**src/rtl/uart_pkg.sv**
```systemverilog
// Shared types and elaboration-time helpers for the word-level UART transmitter.
package uart_pkg;

  typedef enum logic [2:0] {StIdle, StStart, StData, StParity, StStop} uart_state_e;

  function automatic int unsigned clog2(input int unsigned value);
    int unsigned res;
    int unsigned pow;
    res = 0;
    pow = 1;
    while (pow < value) begin
      pow = pow << 1;
      res++;
    end
    return res;
  endfunction

  function automatic int unsigned num_chars(input int unsigned word_w,
                                            input int unsigned data_bits);
    return (word_w + data_bits - 1) / data_bits;
  endfunction

  function automatic int unsigned frame_len(input int unsigned data_bits,
                                            input int unsigned parity_en,
                                            input int unsigned stop_bits,
                                            input int unsigned clks_per_bit);
    return (1 + data_bits + parity_en + stop_bits) * clks_per_bit;
  endfunction

endpackage

```
**src/rtl/uart_baud_cnt.sv**
```systemverilog
// Bit-period counter: bit_tick marks the last clk cycle of each bit period.
module uart_baud_cnt
  import uart_pkg::*;
#(
  parameter int unsigned CLKS_PER_BIT = 16
) (
  input  logic clk,
  input  logic rst_n,
  input  logic clear,
  output logic bit_tick
);

  localparam int unsigned CntW = (clog2(CLKS_PER_BIT) > 0) ? clog2(CLKS_PER_BIT) : 1;

  logic [CntW-1:0] cnt_q;

  assign bit_tick = (cnt_q == CntW'(CLKS_PER_BIT - 1));

  always_ff @(posedge clk or negedge rst_n) begin
    if (!rst_n) begin
      cnt_q <= '0;
    end else if (clear || bit_tick) begin
      cnt_q <= '0;
    end else begin
      cnt_q <= cnt_q + 1'b1;
    end
  end

endmodule

```
**src/rtl/uart_word_tx.sv**
```systemverilog
// Serialises one wide word as a sequence of UART characters, most-significant character first.
module uart_word_tx
  import uart_pkg::*;
#(
  parameter int unsigned WORD_W       = 160,
  parameter int unsigned DATA_BITS    = 8,
  parameter int unsigned CLKS_PER_BIT = 16,
  parameter int unsigned PARITY_EN    = 0,
  parameter int unsigned PARITY_ODD   = 0,
  parameter int unsigned STOP_BITS    = 1
) (
  input  logic                                        clk,
  input  logic                                        rst_n,
  input  logic                                        wr_en,
  input  logic [WORD_W-1:0]                           tx_data,
  output logic                                        tx_out,
  output logic                                        tx_busy,
  output logic                                        tx_done,
  output logic [clog2(num_chars(WORD_W, DATA_BITS)):0] char_idx
);

  localparam int unsigned NumChars = num_chars(WORD_W, DATA_BITS);
  localparam int unsigned TotalW   = NumChars * DATA_BITS;
  localparam int unsigned PadW     = TotalW - WORD_W;
  localparam int unsigned CidxW    = clog2(NumChars) + 1;

  uart_state_e          state_q;
  logic [TotalW-1:0]    sr_q;
  logic [TotalW-1:0]    padded;
  logic [TotalW-1:0]    load_src;
  logic [TotalW-1:0]    next_sr;
  logic [DATA_BITS-1:0] chr_q;
  logic [DATA_BITS-1:0] next_chr;
  logic                 next_par;
  logic                 par_q;
  logic [3:0]           bit_idx_q;
  logic                 stop_idx_q;
  logic                 bit_tick;

  // Left-align the word; padding zeros sit at the LSB end of the last character.
  assign padded   = TotalW'(tx_data) << PadW;
  assign load_src = (state_q == StIdle) ? padded : sr_q;
  assign next_chr = load_src[TotalW-1 -: DATA_BITS];
  assign next_sr  = load_src << DATA_BITS;
  assign next_par = (^next_chr) ^ 1'(PARITY_ODD);

  uart_baud_cnt #(
    .CLKS_PER_BIT (CLKS_PER_BIT)
  ) u_baud_cnt (
    .clk      (clk),
    .rst_n    (rst_n),
    .clear    (state_q == StIdle),
    .bit_tick (bit_tick)
  );

  always_ff @(posedge clk or negedge rst_n) begin
    if (!rst_n) begin
      state_q    <= StIdle;
      tx_out     <= 1'b1;
      tx_busy    <= 1'b0;
      tx_done    <= 1'b0;
      char_idx   <= '0;
      sr_q       <= '0;
      chr_q      <= '0;
      par_q      <= 1'b0;
      bit_idx_q  <= '0;
      stop_idx_q <= 1'b0;
    end else begin
      tx_done <= 1'b0;
      unique case (state_q)
        StIdle: begin
          if (wr_en) begin
            state_q  <= StStart;
            tx_out   <= 1'b0;
            tx_busy  <= 1'b1;
            char_idx <= '0;
            sr_q     <= next_sr;
            chr_q    <= next_chr;
            par_q    <= next_par;
          end
        end
        StStart: begin
          if (bit_tick) begin
            state_q   <= StData;
            tx_out    <= chr_q[0];
            chr_q     <= chr_q >> 1;
            bit_idx_q <= '0;
          end
        end
        StData: begin
          if (bit_tick) begin
            if (bit_idx_q == 4'(DATA_BITS - 1)) begin
              if (PARITY_EN != 0) begin
                state_q <= StParity;
                tx_out  <= par_q;
              end else begin
                state_q    <= StStop;
                tx_out     <= 1'b1;
                stop_idx_q <= 1'b0;
              end
            end else begin
              bit_idx_q <= bit_idx_q + 1'b1;
              tx_out    <= chr_q[0];
              chr_q     <= chr_q >> 1;
            end
          end
        end
        StParity: begin
          if (bit_tick) begin
            state_q    <= StStop;
            tx_out     <= 1'b1;
            stop_idx_q <= 1'b0;
          end
        end
        StStop: begin
          if (bit_tick) begin
            if (stop_idx_q != 1'(STOP_BITS - 1)) begin
              stop_idx_q <= 1'b1;
            end else if (char_idx == CidxW'(NumChars - 1)) begin
              state_q <= StIdle;
              tx_busy <= 1'b0;
              tx_done <= 1'b1;
            end else begin
              state_q  <= StStart;
              tx_out   <= 1'b0;
              char_idx <= char_idx + 1'b1;
              sr_q     <= next_sr;
              chr_q    <= next_chr;
              par_q    <= next_par;
            end
          end
        end
        default: state_q <= StIdle;
      endcase
    end
  end

endmodule

```
**config.mk**
```make
export PLATFORM = sky130hd
export DESIGN_NAME = uart_word_tx
export DESIGN_NICKNAME = d
export VERILOG_FILES = /design/src/rtl/uart_pkg.sv /design/src/rtl/uart_baud_cnt.sv /design/src/rtl/uart_word_tx.sv
export SDC_FILE = /design/constraint.sdc
export NUM_CORES = 1
export LEC_CHECK = 0
export BUFFER_PORTS_ARGS = -buffer_cell sky130_fd_sc_hd__buf_2
export CORE_ASPECT_RATIO = 1.2
export CORE_UTILIZATION = 61
export CTS_BUF_LIST = sky130_fd_sc_hd__clkbuf_8
export DETAILED_ROUTE_END_ITERATION = 16
export HOLD_SLACK_MARGIN = 0.05
export PLACE_DENSITY = 0.92
export SKIP_CTS_REPAIR_TIMING = 1
export SLEW_MARGIN = 5
export SYNTH_ARGS = -nofsm -noshare
export SYNTH_HDL_FRONTEND = slang
export SYNTH_SLANG_ARGS = --single-unit
```
**constraint.sdc**
```tcl
create_clock -name clk -period 4.45 [get_ports clk]
set_clock_uncertainty 0.1 [all_clocks]
set_input_delay 0.445 -clock clk [delete_from_list [all_inputs] [get_ports clk]]
set_output_delay 0.445 -clock clk [all_outputs]
set_load 0.01 [all_outputs]
```
## Word-level counts from Yosys, hierarchy flattened

Index checks and enable logic that the tools add are counted.

- Flip-flop bits (word level): 189
- Input port bits: 163
- Output and inout port bits: 9
- Logic and storage cells: 101

- Add/subtract/negate cells: 3
- Equal/unequal tests: 17
- Muxes and demuxes: 57
- Reductions and logical operators: 14

Operator list:

| operator | number |
|---|---|
| 160-bit 2-to-1 mux | 5 |
| 160-bit one-hot mux with 2 select lines | 1 |
| 8-bit 2-to-1 mux | 7 |
| 8-bit one-hot mux with 4 select lines | 1 |
| 6-bit 2-to-1 mux | 4 |
| 1-bit 2-to-1 mux | 22 |
| 3-bit 2-to-1 mux | 7 |
| 4-bit 2-to-1 mux | 4 |
| 8-bit AND reduction | 2 |
| 3-bit one-hot mux with 5 select lines | 1 |
| 5-bit AND reduction | 3 |
| 2-bit inequality test (second input constant) | 6 |
| 6-bit one-hot mux with 2 select lines | 1 |
| 4-bit by 1-bit adder with 4-bit output (second input constant) | 2 |
| 2-bit by 1-bit inequality test with 1-bit output (second input constant) | 4 |
| 4-bit one-hot mux with 2 select lines | 1 |
| 7-bit AND reduction | 1 |
| 6-bit by 1-bit adder with 6-bit output (second input constant) | 1 |
| 3-bit by 2-bit equality test with 1-bit output (second input constant) | 2 |
| 6-bit by 5-bit equality test with 1-bit output (second input constant) | 1 |
| 1-bit one-hot mux with 5 select lines | 1 |
| 5-bit nonzero test | 1 |
| 4-bit by 3-bit equality test with 1-bit output (second input constant) | 1 |
| 4-bit equality test (second input constant) | 1 |
| other kinds (10) | 11 |

## Logic depth before layout (Yosys ltp)

- Depth after elaboration: 6
- Mapped depth: 9
- Depth with buffers taken out: 6

## By module

From an unflattened synthesis, not the netlist that was laid out.

- Cells, all modules: 637
- Area, all modules: 9740.6 µm²

Modules (own cells, without submodules):

| module | times used | cells an instance | area each (µm²) | seq. area each (µm²) |
|---|---|---|---|---|
| uart_word_tx | 1 | 624 | 9569.2 | 4405.5 |
| uart_baud_cnt | 1 | 13 | 171.4 | 100.1 |

## Worst setup path before layout

OpenSTA, ideal clock, no wires.

- Path type: register -> register
- Start point: register u_baud_cnt.cnt_q[0]
- End point: register chr_q[0]
- Library setup time: 125 ps
- Data arrival time: 1914 ps
- Data required time: 4225 ps
- Setup slack: 2311 ps
- Stages on the path, launching flop included: 9
- Path buffers: 2
- Clock period less this slack: 2139 ps
- Cell sequence: dfrtp_1 ha_1 and3_1 buf_2 mux2_2 o21ai_1 a22o_1 buf_2 mux2_2

- Word-level cells in the longest chain between the ends: 3
- Elaborated cells on any way between the ends: 5
- Classes of those cells: eq/ne: 4; reduce/logical: 1

Ends and longest elaborated chain:

| element | RTL line | source |
|---|---|---|
| start, declared | uart_baud_cnt.sv:15 | `logic [CntW-1:0] cnt_q;` |
| start signal, assigned | uart_baud_cnt.sv:25 | `cnt_q <= cnt_q + 1'b1;` |
| 4-bit equality test * | uart_baud_cnt.sv:17 | `assign bit_tick = (cnt_q == CntW'(CLKS_PER_BIT - 1));` |
| 2-bit by 1-bit inequality test with 1-bit output (no source line) | - |  |
| 8-bit AND reduction (no source line) * | - |  |
| end signal, assigned | uart_word_tx.sv:78 | `chr_q <= next_chr;` |
| end signal, assigned | uart_word_tx.sv:86 | `chr_q <= chr_q >> 1;` |
| end signal, assigned | uart_word_tx.sv:104 | `chr_q <= chr_q >> 1;` |
| end, declared | uart_word_tx.sv:32 | `logic [DATA_BITS-1:0] chr_q;` |

Mark *: on every way between the ends. The rest lies on a longest branch, timed or not.
A chain may end at the register's enable or synchronous reset.

## Final worst setup path

- Start point: register u_baud_cnt.cnt_q[0]
- End point: register sr_q[50]

- Word-level cells in the longest chain between the ends: 3

Ends and longest elaborated chain:

| element | RTL line | source |
|---|---|---|
| 4-bit equality test | uart_baud_cnt.sv:17 |  |
| 2-bit by 1-bit inequality test with 1-bit output (no source line) | - |  |
| 5-bit AND reduction (no source line) | - |  |
| end signal, assigned | uart_word_tx.sv:77 | `sr_q <= next_sr;` |
| end signal, assigned | uart_word_tx.sv:127 | `sr_q <= next_sr;` |
| end, declared | uart_word_tx.sv:28 | `logic [TotalW-1:0] sr_q;` |

Every way passes these cells.

==> impl_metrics.csv <==
group,metric,value,unit
worst_setup_path,critPathLaunch,"u_baud_cnt.cnt_q[0]$_DFF_PN0_",
clocking,cts_max_path_buffers,2,
pwr,irDropWorstVdd,0.276,mV
routing,firstDrtPassIters,5,
routing,drc,0,
place,globalplace.congestion,0.831,
status,run_status,"complete, but fails checks",
sta,fin_ws,1.67,ns
layout,mostFrequentLayoutCells,"179 x dfrtp_1, 170 x buf_2, 161 x o21ai_0",
flow_run,drv_cap,0,
clocking,clock_sinks,180,
sta,slew_headroom,0.344,
layout,finalNetCount,1105,
routing,via_per_inst,5.51,
worst_setup_path,slowest_stage,"buf_4",
grt,grt_pass1_wl,28.3,mm
sta,hold_ws,-0.0183,ns
worst_setup_path,worstPathCellList,"ha_1 -> and3_1 -> and2_1 -> a21oi_4 -> buf_4 -> o21ai_0",
worst_setup_path,crit_fanout,95,
clocking,cts-root-buf,"clkbuf_8",
sta,maxSlewViolCount,0,
worst_setup_path,crit_type,"register to register",
place,dpl.hpwl,12.0,mm
logic_synthesis,ys_seq_elements,180,
routing,wl_per_cell,15.9,um
logic_synthesis,synth_area_leaders,"dfrtp_1 53%, mux2i_1 18%, o21ai_0 9.6%",
floorplan,dieArea,14200,sq um
place,dp_slack,1.75,ns
floorplan,start_util,0.630,
worst_hold_path,min_path_type,"primary input to async pin",
floorplan,rows,46,
worst_setup_path,r2r_start,"u_baud_cnt.cnt_q[0]$_DFF_PN0_",
clocking,numCtsBuffers,17,
worst_setup_path,cp-start-kind,"register",
grt,overflow,0,
clocking,path_clk_slew,0.08,ns
worst_setup_path,cp.arrival,2.96,ns
grt,grt_start_max_net_pins,199,
logic_synthesis,synth.cell_area,8370,sq um
sta,min_period,2.78,ns
logic_synthesis,async_flop_share,1.00,
worst_setup_path,critical_path.max_stage_delay,0.66,ns
logic_synthesis,yosys.area.top_type,"dfrtp_1",
sta,fin_crit_sh,0.624,
logic_synthesis,synth.top_cell.area_share,0.535,
sta,fmax,360,MHz
routing,drtIter0Drc,413,
floorplan,io-pin-count,172,
layout,layout-drive-gt1-share,0.237,
clocking,cts_tree,"yes",
worst_setup_path,crit_required,4.64,ns
logic_synthesis,ys_warn_count,0,
routing,via_count,6177,
logic_synthesis,synth_nets,965,
routing,drt-total-wl,17.8,mm
grt,grt_pass1_vias,6007,
status,violations,"negative hold slack",
sta,rsz0062_at_grt,"no",
sta,tightest_slew,0.984,ns
pwr,p_per_area,302,nW/um^2
layout,area_delta_synth_final,15.6,%
floorplan,core_area,13300,sq um
logic_synthesis,synth_edf_count,0,
clocking,htree_levels,4,
logic_synthesis,synth_ff_type,"dfrtp_1",
worst_setup_path,end_kind,"register",
logic_synthesis,synth_cells,799,
grt,gr-usage-all-layers,0.263,
logic_synthesis,synth-seq-area-share,0.538,
logic_synthesis,postSynthAreaPerCell,10.5,sq um
grt,antenna_found_initial,2,
pwr,p_leak,4.08,nW
sta,hold_violations,8,
place,portBuffers,171,
sta,setup-violations-final,0,
sta,timing.setup.tns,0,ns
routing,ant_nets,0,
floorplan,die_w,109,um
logic_synthesis,synthDistinctLibCells,39,
floorplan,fp.dieH,130,um
layout,final_common_cell,"dfrtp_1",
clocking,insertion_delay,0.46,ns
[registers in the layout, summed over array words and instances, names as in the netlist]
| register | flops |
|---|---|
| chr_q | 8 |
| tx_out | 1 |
| char_idx | 6 |
| tx_done | 1 |
| tx_busy | 1 |
| state_q | 3 |
| bit_idx_q | 4 |
| sr_q | 152 |
| u_baud_cnt.cnt_q | 4 |
[final timing paths]
| kind | to | slack, ns | depth (start not counted) |
|---|---|---|---|
| worst max-delay path | sr_q[50]$_DFFE_PN0P_ | 1.67 | 6 |
| worst min-delay path | tx_busy$_DFFE_PN0P_ | -0.02 | 1 |
| max in group asynchronous | sr_q[156]$_DFFE_PN0P_ | 3.26 | 2 |
| worst min register to register | sr_q[142]$_DFFE_PN0P_ | 0.38 | 2 |
| min in group clk | sr_q[11]$_DFFE_PN0P_ | 0.10 | 2 |
| worst max register to register | sr_q[50]$_DFFE_PN0P_ | 1.67 | 6 |
[cells by family after synthesis]
logic type	Yosys count	synth area share
AND/OR/NAND/NOR	204	0.104
AO/OA/AOI/OAI	185	0.116
flip-flops	180	0.538
multiplexers	162	0.195
buffers and inverters	60	0.0365
XOR/XNOR	5	0.00523
adder cells (fa/ha/maj)	3	0.00448
[layer usage]
layer,GRT usage,up-vias,wire (um)
met3,0.0704,35,1070
met5,0,-,0
li1,-,3055,-
met2,0.424,199,8660
met4,0.104,0,398
met1,0.337,2888,7670
[layout make-up]
class | count | area, sq um
sequential | 180 | 4510
fill | 984 | 3620
multi-input combinational | 559 | 3570
timing repair buffer | 178 | 952
clock buffer | 21 | 289
tap | 168 | 210
clock inverter | 9 | 129
inverter | 3 | 11.3
antenna | 3 | 7.51
[critical path: cells and delay by family (launching register included)]
| family | cells | cell delay [ns] |
|---|---|---|
| buffers and inverters | 1 | 0.66 |
| adders and majority gates | 1 | 0.25 |
| DFF | 1 | 0.42 |
| and+or+nand+nor | 2 | 0.56 |
| AOI/OAI and AO/OA | 2 | 0.59 |
[cells in the mapped netlist, types with 2 or more instances]
| library cell | n |
|---|---|
| dfrtp_1 | 179 |
| o21ai_0 | 161 |
| nand2_1 | 157 |
| mux2i_1 | 152 |
| buf_2 | 25 |
| clkbuf_1 | 19 |
| buf_4 | 13 |
| mux2_2 | 10 |
| nor2_1 | 10 |
| a22o_1 | 9 |
| a21oi_1 | 8 |
| nor3_1 | 8 |
| nand3_1 | 6 |
| nand2b_1 | 4 |
| ha_1 | 3 |
| inv_1 | 3 |
| nand3b_1 | 3 |
| xor2_1 | 3 |
| a22oi_1 | 2 |
| and3_1 | 2 |
| nand4_1 | 2 |
| or3_1 | 2 |
| xnor2_1 | 2 |
[metrics by stage]
| step | area, sq um | utilization | power [mW] | std cells | hold WS, ns |
|---|---|---|---|---|---|
| after floorplan | 8370 | - | 1.69 | 799 | 0.0494 |
| after global placement | 9250 | 0.696 | 1.80 | 1088 | 0.355 |
| after detailed placement | 9250 | 0.696 | 1.80 | 1088 | 0.369 |
| after CTS | 9670 | 0.727 | 2.95 | 1118 | 0.0398 |
| after global routing | 9680 | 0.728 | 3.03 | 1120 | 0.0690 |
| final | 9680 | 0.728 | 2.92 | 1121 | -0.0183 |
[power breakdown]
part / internal (mW) / switching [mW] / leakage, nW / total (mW)
clock network: 0.606 / 0.549 / 0.203 / 1.16
registers: 1.64 / 0.00534 / 2.45 / 1.64
logic: 0.0618 / 0.0610 / 1.43 / 0.123
(Power assumes the default switching activity.)
